[src/rtl/mmio_uart_tx_if.sv]
// mmio_uart_tx_if: processor data-store bus between the core (master) and the UART peripheral (slave)
//   MemWrite  : store strobe, valid in the cycle it is high
//   DataAdr   : byte address of the access
//   WriteData : store data
//   ReadData  : combinational load data returned by the peripheral
interface mmio_uart_tx_if;
    logic        MemWrite;
    logic [31:0] DataAdr;
    logic [31:0] WriteData;
    logic [31:0] ReadData;
    modport master (output MemWrite, DataAdr, WriteData, input ReadData);
    modport slave (input MemWrite, DataAdr, WriteData, output ReadData);
endinterface

[src/rtl/mmio_uart_tx.sv]
// mmio_uart_tx: memory-mapped 8N1 UART transmitter with a small byte FIFO
//   clk   : system clock, rising edge
//   reset : synchronous active-high reset
//   bus   : store bus slave; TXDATA at BASE_ADDR, STATUS at BASE_ADDR+4
//   tx    : serial line, idle high
module mmio_uart_tx #(
    parameter logic [31:0] BASE_ADDR    = 32'h0000_0200,
    parameter int          CLKS_PER_BIT = 16,
    parameter int          FIFO_DEPTH   = 4
) (
    input  logic          clk,
    input  logic          reset,
    mmio_uart_tx_if.slave bus,
    output logic          tx
);
    localparam int TW = CLKS_PER_BIT > 1 ? $clog2(CLKS_PER_BIT) : 1;
    localparam int PW = $clog2(FIFO_DEPTH);
    localparam logic [TW-1:0] LAST_TICK = TW'(CLKS_PER_BIT - 1);
    localparam logic [PW:0] FULL_CNT = (PW+1)'(FIFO_DEPTH);
    typedef enum logic [1:0] {IDLE, START, DATA, STOP} state_t;
    state_t state, next_state;
    logic [7:0] mem [FIFO_DEPTH];
    logic [PW-1:0] wr_ptr, rd_ptr;
    logic [PW:0] count;
    logic [TW-1:0] timer;
    logic [2:0] bit_idx;
    logic [7:0] shift;
    logic ovf, full, empty, busy, tick, wr_data, wr_stat, push, pop;
    logic unused_wdata;
    assign wr_data = bus.MemWrite && bus.DataAdr == BASE_ADDR;
    assign wr_stat = bus.MemWrite && bus.DataAdr == BASE_ADDR + 32'd4;
    assign full = count == FULL_CNT;
    assign empty = count == '0;
    assign busy = state != IDLE;
    assign tick = timer == LAST_TICK;
    // full is the pre-edge value, so a store while full is dropped even if a pop happens on the same edge
    assign push = wr_data && !full;
    assign unused_wdata = ^bus.WriteData[31:8];
    assign bus.ReadData = bus.DataAdr == BASE_ADDR + 32'd4 ? {28'(count), ovf, busy, empty, full} : 32'h0;
    assign tx = state == START ? 1'b0 : state == DATA ? shift[0] : 1'b1;
    always_comb begin
        next_state = state;
        pop = 1'b0;
        case (state)
            IDLE: begin
                pop = !empty;
                next_state = empty ? IDLE : START;
            end
            START: next_state = tick ? DATA : START;
            DATA: next_state = tick && bit_idx == 3'd7 ? STOP : DATA;
            STOP: begin
                // a queued byte goes straight to START so frames stay contiguous
                pop = tick && !empty;
                next_state = !tick ? STOP : empty ? IDLE : START;
            end
            default: next_state = IDLE;
        endcase
    end
    always_ff @(posedge clk) begin
        if (reset) begin
            state <= IDLE;
            timer <= '0;
            bit_idx <= '0;
            shift <= '0;
            wr_ptr <= '0;
            rd_ptr <= '0;
            count <= '0;
            ovf <= 1'b0;
        end else begin
            state <= next_state;
            timer <= (state == IDLE || tick) ? '0 : timer + 1'b1;
            if (pop) begin
                shift <= mem[rd_ptr];
                bit_idx <= '0;
                rd_ptr <= rd_ptr + 1'b1;
            end else if (state == DATA && tick) begin
                shift <= shift >> 1;
                bit_idx <= bit_idx + 1'b1;
            end
            if (push) wr_ptr <= wr_ptr + 1'b1;
            count <= push && !pop ? count + 1'b1 : pop && !push ? count - 1'b1 : count;
            if (wr_data && full) ovf <= 1'b1;
            else if (wr_stat && bus.WriteData[3]) ovf <= 1'b0;
        end
    end
    always_ff @(posedge clk) begin
        if (push) mem[wr_ptr] <= bus.WriteData[7:0];
    end
endmodule

[src/flat_wrapper.sv]
// flat-port wrapper written by rule: the top's interface ports become plain ports
module mmio_uart_tx_flat 
#(
    parameter logic [31:0] BASE_ADDR    = 32'h0000_0200,
    parameter int          CLKS_PER_BIT = 16,
    parameter int          FIFO_DEPTH   = 4
)
  (clk, reset, tx, bus_MemWrite, bus_DataAdr, bus_WriteData, bus_ReadData);
  mmio_uart_tx_if bus_i ();
  input  logic clk;
  input  logic reset;
  output logic tx;
  input wire logic [$bits(bus_i.MemWrite)-1:0] bus_MemWrite;
  input wire logic [$bits(bus_i.DataAdr)-1:0] bus_DataAdr;
  input wire logic [$bits(bus_i.WriteData)-1:0] bus_WriteData;
  output wire logic [$bits(bus_i.ReadData)-1:0] bus_ReadData;
  assign bus_i.MemWrite = bus_MemWrite;
  assign bus_i.DataAdr = bus_DataAdr;
  assign bus_i.WriteData = bus_WriteData;
  assign bus_ReadData = bus_i.ReadData;
  mmio_uart_tx #(.BASE_ADDR(BASE_ADDR), .CLKS_PER_BIT(CLKS_PER_BIT), .FIFO_DEPTH(FIFO_DEPTH)) u_core (.clk(clk), .reset(reset), .bus(bus_i), .tx(tx));
endmodule
[config.mk]
export PLATFORM = sky130hd
export DESIGN_NAME = mmio_uart_tx_flat
export DESIGN_NICKNAME = d
export VERILOG_FILES = /design/src/rtl/mmio_uart_tx_if.sv /design/src/rtl/mmio_uart_tx.sv /design/src/flat_wrapper.sv
export SDC_FILE = /design/constraint.sdc
export NUM_CORES = 1
export LEC_CHECK = 0
export BUFFER_PORTS_ARGS = -buffer_cell sky130_fd_sc_hd__buf_2
export CAP_MARGIN = 20
export CORE_ASPECT_RATIO = 0.6
export CORE_MARGIN = 2
export CORE_UTILIZATION = 54
export DETAILED_ROUTE_END_ITERATION = 10
export PLACE_DENSITY = 0.87
export SLEW_MARGIN = 20
export SYNTH_ARGS = -nofsm -noshare
export SYNTH_HDL_FRONTEND = slang
export SYNTH_SLANG_ARGS = --single-unit
export TNS_END_PERCENT = 10
[constraint.sdc]
create_clock -name clk -period 7.15 [get_ports clk]
set_input_delay 0.715 -clock clk [delete_from_list [all_inputs] [get_ports clk]]
set_output_delay 0.715 -clock clk [all_outputs]
set_load 0.01 [all_outputs]
# After elaboration in Yosys (flattened, before gate mapping)
# Memories as Yosys holds them, arrays and structs flattened. A register that Yosys moved wholly into a read port is not among the register bits.
# Cells that the tools add are included.
# Widths: inputs -> output; s select.
op_classes:
  n_bitwise: 0
  muxes: 19
  magnitude_cmp: 0
  div_mod_pow: 0
  n_mul: 0
  n_addsub: 6
  eq_ne: 8
  shift: 0
  n_reduce_logical: 23
ops:
  columns: ["cell", "n"]
  rows:
  - ["$eq 32x10->1 const B", 2]
  - ["$mux 8", 2]
  - ["$logic_and 1x1->1", 10]
  - ["$mux 1", 8]
  - ["$mux 2", 4]
  - ["$pmux 2 s4", 1]
  - ["$reduce_bool 2->1", 4]
  - ["$mux 7", 1]
  - ["$add 3x1->3 const B", 2]
  - ["$eq 3x3->1 const B", 2]
  - ["$mux 3", 2]
  - ["$add 2x1->2 const B", 2]
  - ["$add 4x1->4 const B", 1]
  - ["$eq 2x2->1 const B", 2]
  - ["$eq 4x4->1 const B", 1]
  - ["$logic_not 1->1", 4]
  - ["$reduce_or 2->1", 2]
  - ["$logic_not 3->1", 1]
  - ["$sub 3x1->3 const B", 1]
  - ["$eq 2x1->1 const B", 1]
  - ["$logic_not 2->1", 1]
  - ["$pmux 1 s2", 1]
  - ["$logic_or 1x1->1", 1]
totals:
  latchBits: 0
  regBits: 25
  inputBits: 67
  ram_bits: 32
  word_cells: 65
  rom_bits: 0
  n_memories: 1
mem_list:
  columns: ["name", "depth", "width", "rd", "rd_clocked_by_memory_dff", "wr", "line", "source"]
  rows:
  - ["u_core.mem", 4, 8, 1, 1, 1, "mmio_uart_tx.sv:22", "logic [7:0] mem [FIFO_DEPTH];"]

# Longest topological paths before layout
# Gate-level depths: netlist (run 1).
depth:
  ltp_word: 7
  ltp_mapped: 12

# Least setup slack after synthesis (run 1)
# No wires, ideal clock.
synth_path:
  path_kind: "input -> register"
  startpoint: "input bus_DataAdr[17]"
  endpoint: "register u_core.count[2]"
  arrival_time_ps: 2711
  slack_ps: 4368
  required_ps: 7079
  path_buffers: 0
  setup_ps: 71
  cell_stages: 9
  path_cell_list: "nor4_1 > nand4_2 > nor3_4 > ha_1 > inv_1 > fa_1 > xor2_1 > or3_1 > a21oi_1"
synth_between:
  elab_chain_cells: 6
  word_cells_on_any_way: 8
  cone_classes: "1 x eq/ne; 1 x mux; 6 x reduce/logical"
synth_rtl:
  columns: ["item", "line", "source"]
  rows:
  - ["from (decl)", "flat_wrapper.sv:14", "input wire logic [$bits(bus_i.DataAdr)-1:0] bus_DataAdr;"]
  - ["$eq 32x10->1 (*)", "mmio_uart_tx.sv:30", "assign wr_data = bus.MemWrite && bus.DataAdr == BASE_ADDR;"]
  - ["$logic_and 1x1->1 (*)", "mmio_uart_tx.sv:30", null]
  - ["$logic_and 1x1->1 (*)", "mmio_uart_tx.sv:37", "assign push = wr_data && !full;"]
  - ["named net u_core.push", "mmio_uart_tx.sv:28", "logic ovf, full, empty, busy, tick, wr_data, wr_stat, push, pop;"]
  - ["$logic_not 1->1", "mmio_uart_tx.sv:81", "count <= push && !pop ? count + 1'b1 : pop && !push ? count - 1'b1 : count;"]
  - ["$logic_and 1x1->1", "mmio_uart_tx.sv:81", null]
  - ["$reduce_bool 2->1 (no source line)", null, null]
  - ["to (signal assigned)", "mmio_uart_tx.sv:81", null]
  - ["to (decl)", "mmio_uart_tx.sv:24", "logic [PW:0] count;"]
# The timed path passes the listed nets; every way through them passes the cells marked *.
# A chain may end at the register's enable or synchronous reset.

# Final worst setup path (run 1)
layout_path:
  startpoint: "input bus_DataAdr[1]"
  endpoint: "output bus_ReadData[1]"
layout_between:
  elab_chain_cells: 2
layout_rtl:
  columns: ["item", "line", "source"]
  rows:
  - ["$eq 32x10->1", "mmio_uart_tx.sv:39", "assign bus.ReadData = bus.DataAdr == BASE_ADDR + 32'd4 ? {28'(count), ovf, busy, empty, full} : 32'h0;"]
  - ["$mux 7", "mmio_uart_tx.sv:39", null]
  - ["to (decl)", "flat_wrapper.sv:16", "output wire logic [$bits(bus_i.ReadData)-1:0] bus_ReadData;"]
# Every way passes these cells.

==> key figures, run 1 <==
Outcome
  – Outcome: finished, final reports clean

Placed design
  – RePlAce Congestion: 0.756
  – IO Port Bufs: 50
  – DP HPWL: 3.56 mm
  – Placed inst area: 0.00306 mm^2

Clocking
  – Hold bufs inserted after CTS: 0
  – Root buffer cell: clkbuf_8
  – Post-CTS setup buffer count: 0
  – CTS clk-pin slew, worst paths: 0.07 ns
  – Post-CTS Resized: 0
  – Worst-Skew Late Latency: 0.34 ns
  – CTS Buffer Depth: 2
  – H-tree depth: 3
  – Cts bufs inserted: 9
  – CTS tree: yes
  – # clock sinks: 59

Power and ir drop
  – Leak Pwr: 0.00135 uW
  – Gate power share: 23.1%
  – Clock Power Share: 31.2%
  – P_sw: 282 uW
  – Switching part of the total: 30.2%
  – VDD IR-drop max: 0.000139 V
  – P_int: 651 uW
  – Sequential fraction of design power: 45.7%
  – Power per cell area: 286 mW/mm^2

Timing
  – Slew @ Worst Pin: 0.709 ns
  – Final setup vio count: 0
  – Clk_skew: 0.00645 ns
  – Pins Over Slew Limit: 0
  – RSZ-0062 raised after global routing: false
  – Final setup TNS: 0 ns
  – Fin crit period: 2.89 ns
  – FMAX: 346 MHz
  – Final worst path period share: 40.5%
  – Worst slew margin: 52.6%
  – Hold Vio Cnt, Final: 0

Synth
  – Synth warn: 0
  – Synth cell types: 37
  – Sequential share of the synthesized area: 52.7%
  – Async SR Flop Fraction: 0%
  – Primary FF master, synth: edfxtp_1
  – Post-synth EDFFs: 32
  – Count leader, synth: edfxtp_1
  – Synth top area share: 33.7%
  – #FFs+latches synth: 59
  – Post-synth top cells: 32 x edfxtp_1, 27 x dfxtp_1, 25 x buf_4
  – Syn Inst Count: 228
  – Synth area leaders: edfxtp_1 34%, dfxtp_1 19%, buf_4 6.6%
  – Area leader, netlist: edfxtp_1
  – Mapped cell area: 0.00285 mm^2
  – Mean Syn Cell Area: 12.5 um^2

Setup path
  – Type of origin of the critical path: input pin
  – CP required: 6.43 ns
  – Critical Path Sink Type: primary output
  – Worst EP arrival: 2.18 ns
  – Worst setup path category: in -> out
  – Worst Path Max Fanout: 6

Floorplanning
  – Num ports: 100
  – Row cnt: 20
  – Die ar.: 0.00590 mm^2
  – Die width: 97.8 um
  – Die Ht: 60.3 um
  – Core ar.: 0.00508 mm^2
  – Initial Util: 56.1%

Global route
  – Largest net degree at the start of global routing: 25
  – Global Route Usage Sum: 18.1%
  – Initial antenna violation count: 0
  – Vias in the first global route: 1,699
  – Remaining Overflow, GRT: 0
  – First-pass GRT wire length: 7.90 mm

Detailed routing
  – Wire per inst: 13.6 um
  – Vias: 1,776
  – Top sig layer: met4
  – Initial drt markers: 67
  – DRT antenna net count: 0
  – WL final: 4.79 mm
  – DRT met1 WL: 2.36 mm
  – Vias/cell: 5.03
  – DRC errors left: 0
  – Met3 wire len: 196 um
  – WL met2: 2.16 mm
  – Drt pass-1 iters: 6

Final layout
  – P&R area growth vs syn: 14.1%
  – Post-route cell area: 0.00325 mm^2
  – ANT cells: 0
  – Layout cells sized above 1: 30.0%
  – Total Nets Final: 363

Hold path
  – Worst hold path type: reg -> reg

Job
  – Max Cap Violations: 0
-- registers in the layout, summed over array words and instances, names as in the netlist, named ones only --
signal,flops
u_core.state,2
u_core.mem,32
u_core.timer,4
u_core.bit_idx,3
u_core.shift,8
u_core.ovf,1
u_core.count,3
u_core.wr_ptr,2
u_core.rd_ptr,2
-- final timing paths --
check                        from              end  slack (ns)  depth (start not counted)
hold reg to reg   u_core.timer[0]  u_core.timer[0]        0.45                          1
setup / recovery   bus_DataAdr[1]  bus_ReadData[1]        4.26                          6
hold / removal    u_core.timer[0]  u_core.timer[0]        0.45                          1
setup reg to reg  u_core.state[0]  u_core.count[2]        4.49                         11
-- power by group through the flow --
stage               Clock [uW]  Sequential (uW)  Combinational, uW
floorplan                    0              416                190
global placement             0              433                205
detailed placement           0              434                213
CTS                        299              427                215
global route               313              433                238
finish                     291              426                215
-- kinds of logic after synthesis --
group	count (synthesis)	synth area share (%)
buffers and inverters	41	8.82
adders and majority gates	14	6.41
and+or+nand+nor	68	14.8
xor gates and xnor gates	6	1.84
muxes	21	11.0
AOI/OAI and AO/OA	18	4.39
other	1	0.132
DFF	59	52.7
-- layout make-up --
| cell class | count | area [um^2] |
|---|---|---|
| clock buffers | 10 | 128 |
| clock inverters | 6 | 66.3 |
| flip-flops and latches | 59 | 1500 |
| inverters | 10 | 37.5 |
| repair buffers | 50 | 250 |
| multi-input cells | 152 | 1190 |
| fillers | 391 | 1830 |
| well taps | 66 | 82.6 |
-- worst max-delay path, cell delays in order --
cell and delay, ns:
buf_2 0.10, nor4_2 0.30, nand4_2 0.24, nor3_1 0.48, and2_1 0.21, buf_2 0.13
-- metal layers --
| layer | up-vias | global-route usage, % |
|---|---|---|
| met2 | 38 | 28.8 |
| met4 | 0 | 7.54 |
| li1 | 895 | - |
| met1 | 833 | 22.9 |
| met3 | 10 | 6.43 |
| met5 | - | 0 |
-- per-stage QoR --
step / utilization, % / hold slack [ns] / instances / setup WS, ns / total power [uW]
3_5_place_dp: 60.2 / 0.439 / 337 / 4.01 / 646
3_3_place_gp: 60.2 / 0.429 / 337 / 4.07 / 638
4_1_cts: 64.1 / 0.455 / 353 / 4.26 / 941
6_report: 64.1 / 0.451 / 353 / 4.26 / 932
5_1_grt: 64.1 / 0.480 / 353 / 4.04 / 984
2_1_floorplan: - / 0.417 / 252 / 4.37 / 605
-- placed cells by master (no fill, tap or decap), types with 2 or more instances in the layout --
master      synthesis  final
or3_1               2      2
nand2_1             6      6
edfxtp_1           32     32
clkbuf_8            0      9
nand4_2             2      2
buf_2               3     50
dfxtp_1            27     27
and2_1              9      9
conb_1              1     25
nand3_1             6      6
nor3_4              2      2
clkinv_4            0      2
clkinvlp_4          0      2
nor3_1             10     10
nor2_1             18     18
a21oi_1             5      5
mux4_2              8      8
o21ai_0             3      3
ha_1               13     13
a211oi_1            7      7
xor2_1              4      4
mux2i_1            11     11
inv_1               9      9
nor4_1              3      3
xnor2_1             2      2
nor4_2              5      5
No activity file was read; power rests on OpenSTA's default activity.
==> inputs of run 2 (changes only) <==
- CORE_UTILIZATION: 54 -> 50
- PLACE_DENSITY: 0.87 -> 0.82
- clock period: 7.15 -> 3 ns (I/O delays scaled with it)
==> key figures, run 2 (synthesized netlist as in run 1, its figures left out) <==
Hold path
  – Worst Hold Launch: bus_WriteData[4]
  – Hold Path Stages: 1 (unchanged)
  – Worst hold path type: in -> reg
  – Worst Hold Endpoint: u_core.mem[3][4]

Setup path
  – CP bufs+invs: 1 (-1)
  – Worst setup path category: reg -> reg
  – Slowest CP cell: dfxtp_1
  – Critical R2R Capture: u_core.count[2]
  – Worst stage delay on the critical path: 0.43 ns (-0.05 ns)
  – Critical Path Sink Type: register
  – Largest delay share family, worst path: simple AND/OR/NAND/NOR gates
  – Worst Reg-to-Reg Cells: 9 (-2)
  – CP required: 3.26 ns (-3.17 ns)
  – Worst R2R Start: u_core.count[0]
  – Type of origin of the critical path: register
  – Worst setup startpoint: u_core.count[0]
  – Worst EP arrival: 2.72 ns (+0.54 ns)
  – Reg2reg setup slack: 0.55 ns (-3.94 ns)
  – Worst Path Max Fanout: 7 (+1)
  – Cell breakdown of the critical path: or3b_2, nand3_1, nor3_4, ha_1, inv_1, fa_1, xor2_1, or3_1, a21oi_1

Timing
  – Pins Over Slew Limit: 0 (unchanged)
  – Final setup TNS: 0 ns (unchanged)
  – RSZ-0062 raised after global routing: false
  – Final worst path period share: 81.7%
  – Worst slew margin: 51.2% (-1.4 points)
  – Clk_skew: 0.00683 ns (+0.000381 ns)
  – FMAX: 408 MHz
  – Hold Vio Cnt, Final: 0 (unchanged)
  – Final setup vio count: 0 (unchanged)
  – Slew @ Worst Pin: 0.730 ns (+0.0213 ns)
  – Fin crit period: 2.45 ns

Global route
  – Initial antenna violation count: 0 (unchanged)
  – Global Route Usage Sum: 17.9% (-0.11 points)
  – First-pass GRT wire length: 8.56 mm (+8.3%)
  – Remaining Overflow, GRT: 0 (unchanged)
  – Largest net degree at the start of global routing: 25 (unchanged)
  – Vias in the first global route: 1,847 (+8.7%)

Clocking
  – H-tree depth: 3 (unchanged)
  – Cts bufs inserted: 9 (unchanged)
  – Hold bufs inserted after CTS: 0 (unchanged)
  – Post-CTS setup buffer count: 0 (unchanged)
  – CTS tree: yes
  – CTS clk-pin slew, worst paths: 0.07 ns (about the same)
  – Worst-Skew Late Latency: 0.34 ns (about the same)
  – # clock sinks: 59 (unchanged)
  – Post-CTS Resized: 0 (unchanged)
  – CTS Buffer Depth: 2 (unchanged)
  – Root buffer cell: clkbuf_8

Final layout
  – Post-route cell area: 0.00328 mm^2 (+0.73%)
  – Final-layout fill cell count: 453 (+16%)
  – Layout cells sized above 1: 30.2% (+0.24 points)
  – Largest regs: u_core.mem: 32 flops, u_core.shift: 8 flops, u_core.timer: 4 flops
  – Area of the multi-input gates: 0.00119 mm^2 (unchanged)
  – ANT cells: 0 (unchanged)
  – Most common cell after layout, fill and taps aside: buf_2
  – Seq. cell area: 0.00150 mm^2 (unchanged)
  – Most frequent cells in the layout: 50 x buf_2, 32 x edfxtp_1, 27 x dfxtp_1
  – Total Nets Final: 364 (+0.28%)
  – Fin util: 59.1% (-4.9 points)
  – Max reg flops: 32 (unchanged)
  – Non-filler cells, final: 368 (+4.2%)
  – P&R area growth vs syn: 15.0%
  – Largest reg by FF count: u_core.mem

Detailed routing
  – Vias: 1,811 (+2.0%)
  – Initial drt markers: 71 (+6.0%)
  – DRC errors left: 0 (unchanged)
  – Vias/cell: 4.92 (-2.2%)
  – WL final: 5.03 mm (+5.1%)
  – DRT antenna net count: 0 (unchanged)
  – Drt pass-1 iters: 4 (-2)
  – Wire per inst: 13.7 um (+0.80%)

Floorplanning
  – Die Ht: 62.5 um (+3.7%)
  – Die width: 101 um (+3.8%)
  – Initial Util: 51.4% (-4.7 points)
  – Die ar.: 0.00634 mm^2 (+7.6%)
  – Core ar.: 0.00554 mm^2 (+9.1%)
  – Row cnt: 21 (+5.0%)
  – Num ports: 100 (unchanged)

Job
  – Max Cap Violations: 0 (unchanged)

Power and ir drop
  – Power per cell area: 679 mW/mm^2 (+140%)
  – VDD IR-drop max: 0.000358 V (+160%)
  – Leak Pwr: 0.00136 uW (+0.93%)
  – Design Power: 2230 uW (+140%)

Outcome
  – Outcome: finished, final reports clean

Placed design
  – DP HPWL: 3.62 mm (+1.5%)
  – IO Port Bufs: 50 (unchanged)
  – RePlAce Congestion: 0.744 (-1.5%)
  – Placed inst area: 0.00309 mm^2 (+0.82%)
  – Placed Cells: 352 (+4.5%)
## run 2: cell type report
class	count	share of cell area, %
clock inverter	7	2.10
multi-input combinational	152	36.3
sequential	59	45.8
timing repair buffer	51	7.86
tap	80	3.05
clock buffer	9	3.78
inverter	10	1.15
## run 2: metal layers
metal | share of wire [%] | track usage, %
met3 | 4.2 | 7.72
met1 | 46 | 22.7
met2 | 48 | 27.2
met4 | 2.1 | 7.09
met5 | 0 | 0
## run 2: stage by stage
step / hold slack, ns / worst slack [ns]
after floorplan: 0.399 / 0.521
after global placement: 0.428 / 0.358
after detailed placement: 0.444 / 0.287
after CTS: 0.155 / 0.565
after global routing: 0.162 / 0.360
final: 0.174 / 0.548
## run 2: how the worst max path moves through the flow
| stage | to | slack, ns | cells after the start |
|---|---|---|---|
| floorplan | u_core.count[2] | 0.52 | 12 |
| global placement | u_core.count[2] | 0.36 | 10 |
| detailed placement | u_core.count[2] | 0.29 | 10 |
| CTS | u_core.count[2] | 0.56 | 9 |
| global route | u_core.count[2] | 0.36 | 9 |
| finish | u_core.count[2] | 0.55 | 9 |
## run 2: report_power, final
group | internal, uW | leakage [uW] | switching (uW)
logic | 248 | 0.000756 | 273
registers | 934 | 0.000508 | 84.1
clock network | 380 | 0.0000982 | 310
total | 1560 | 0.00136 | 667
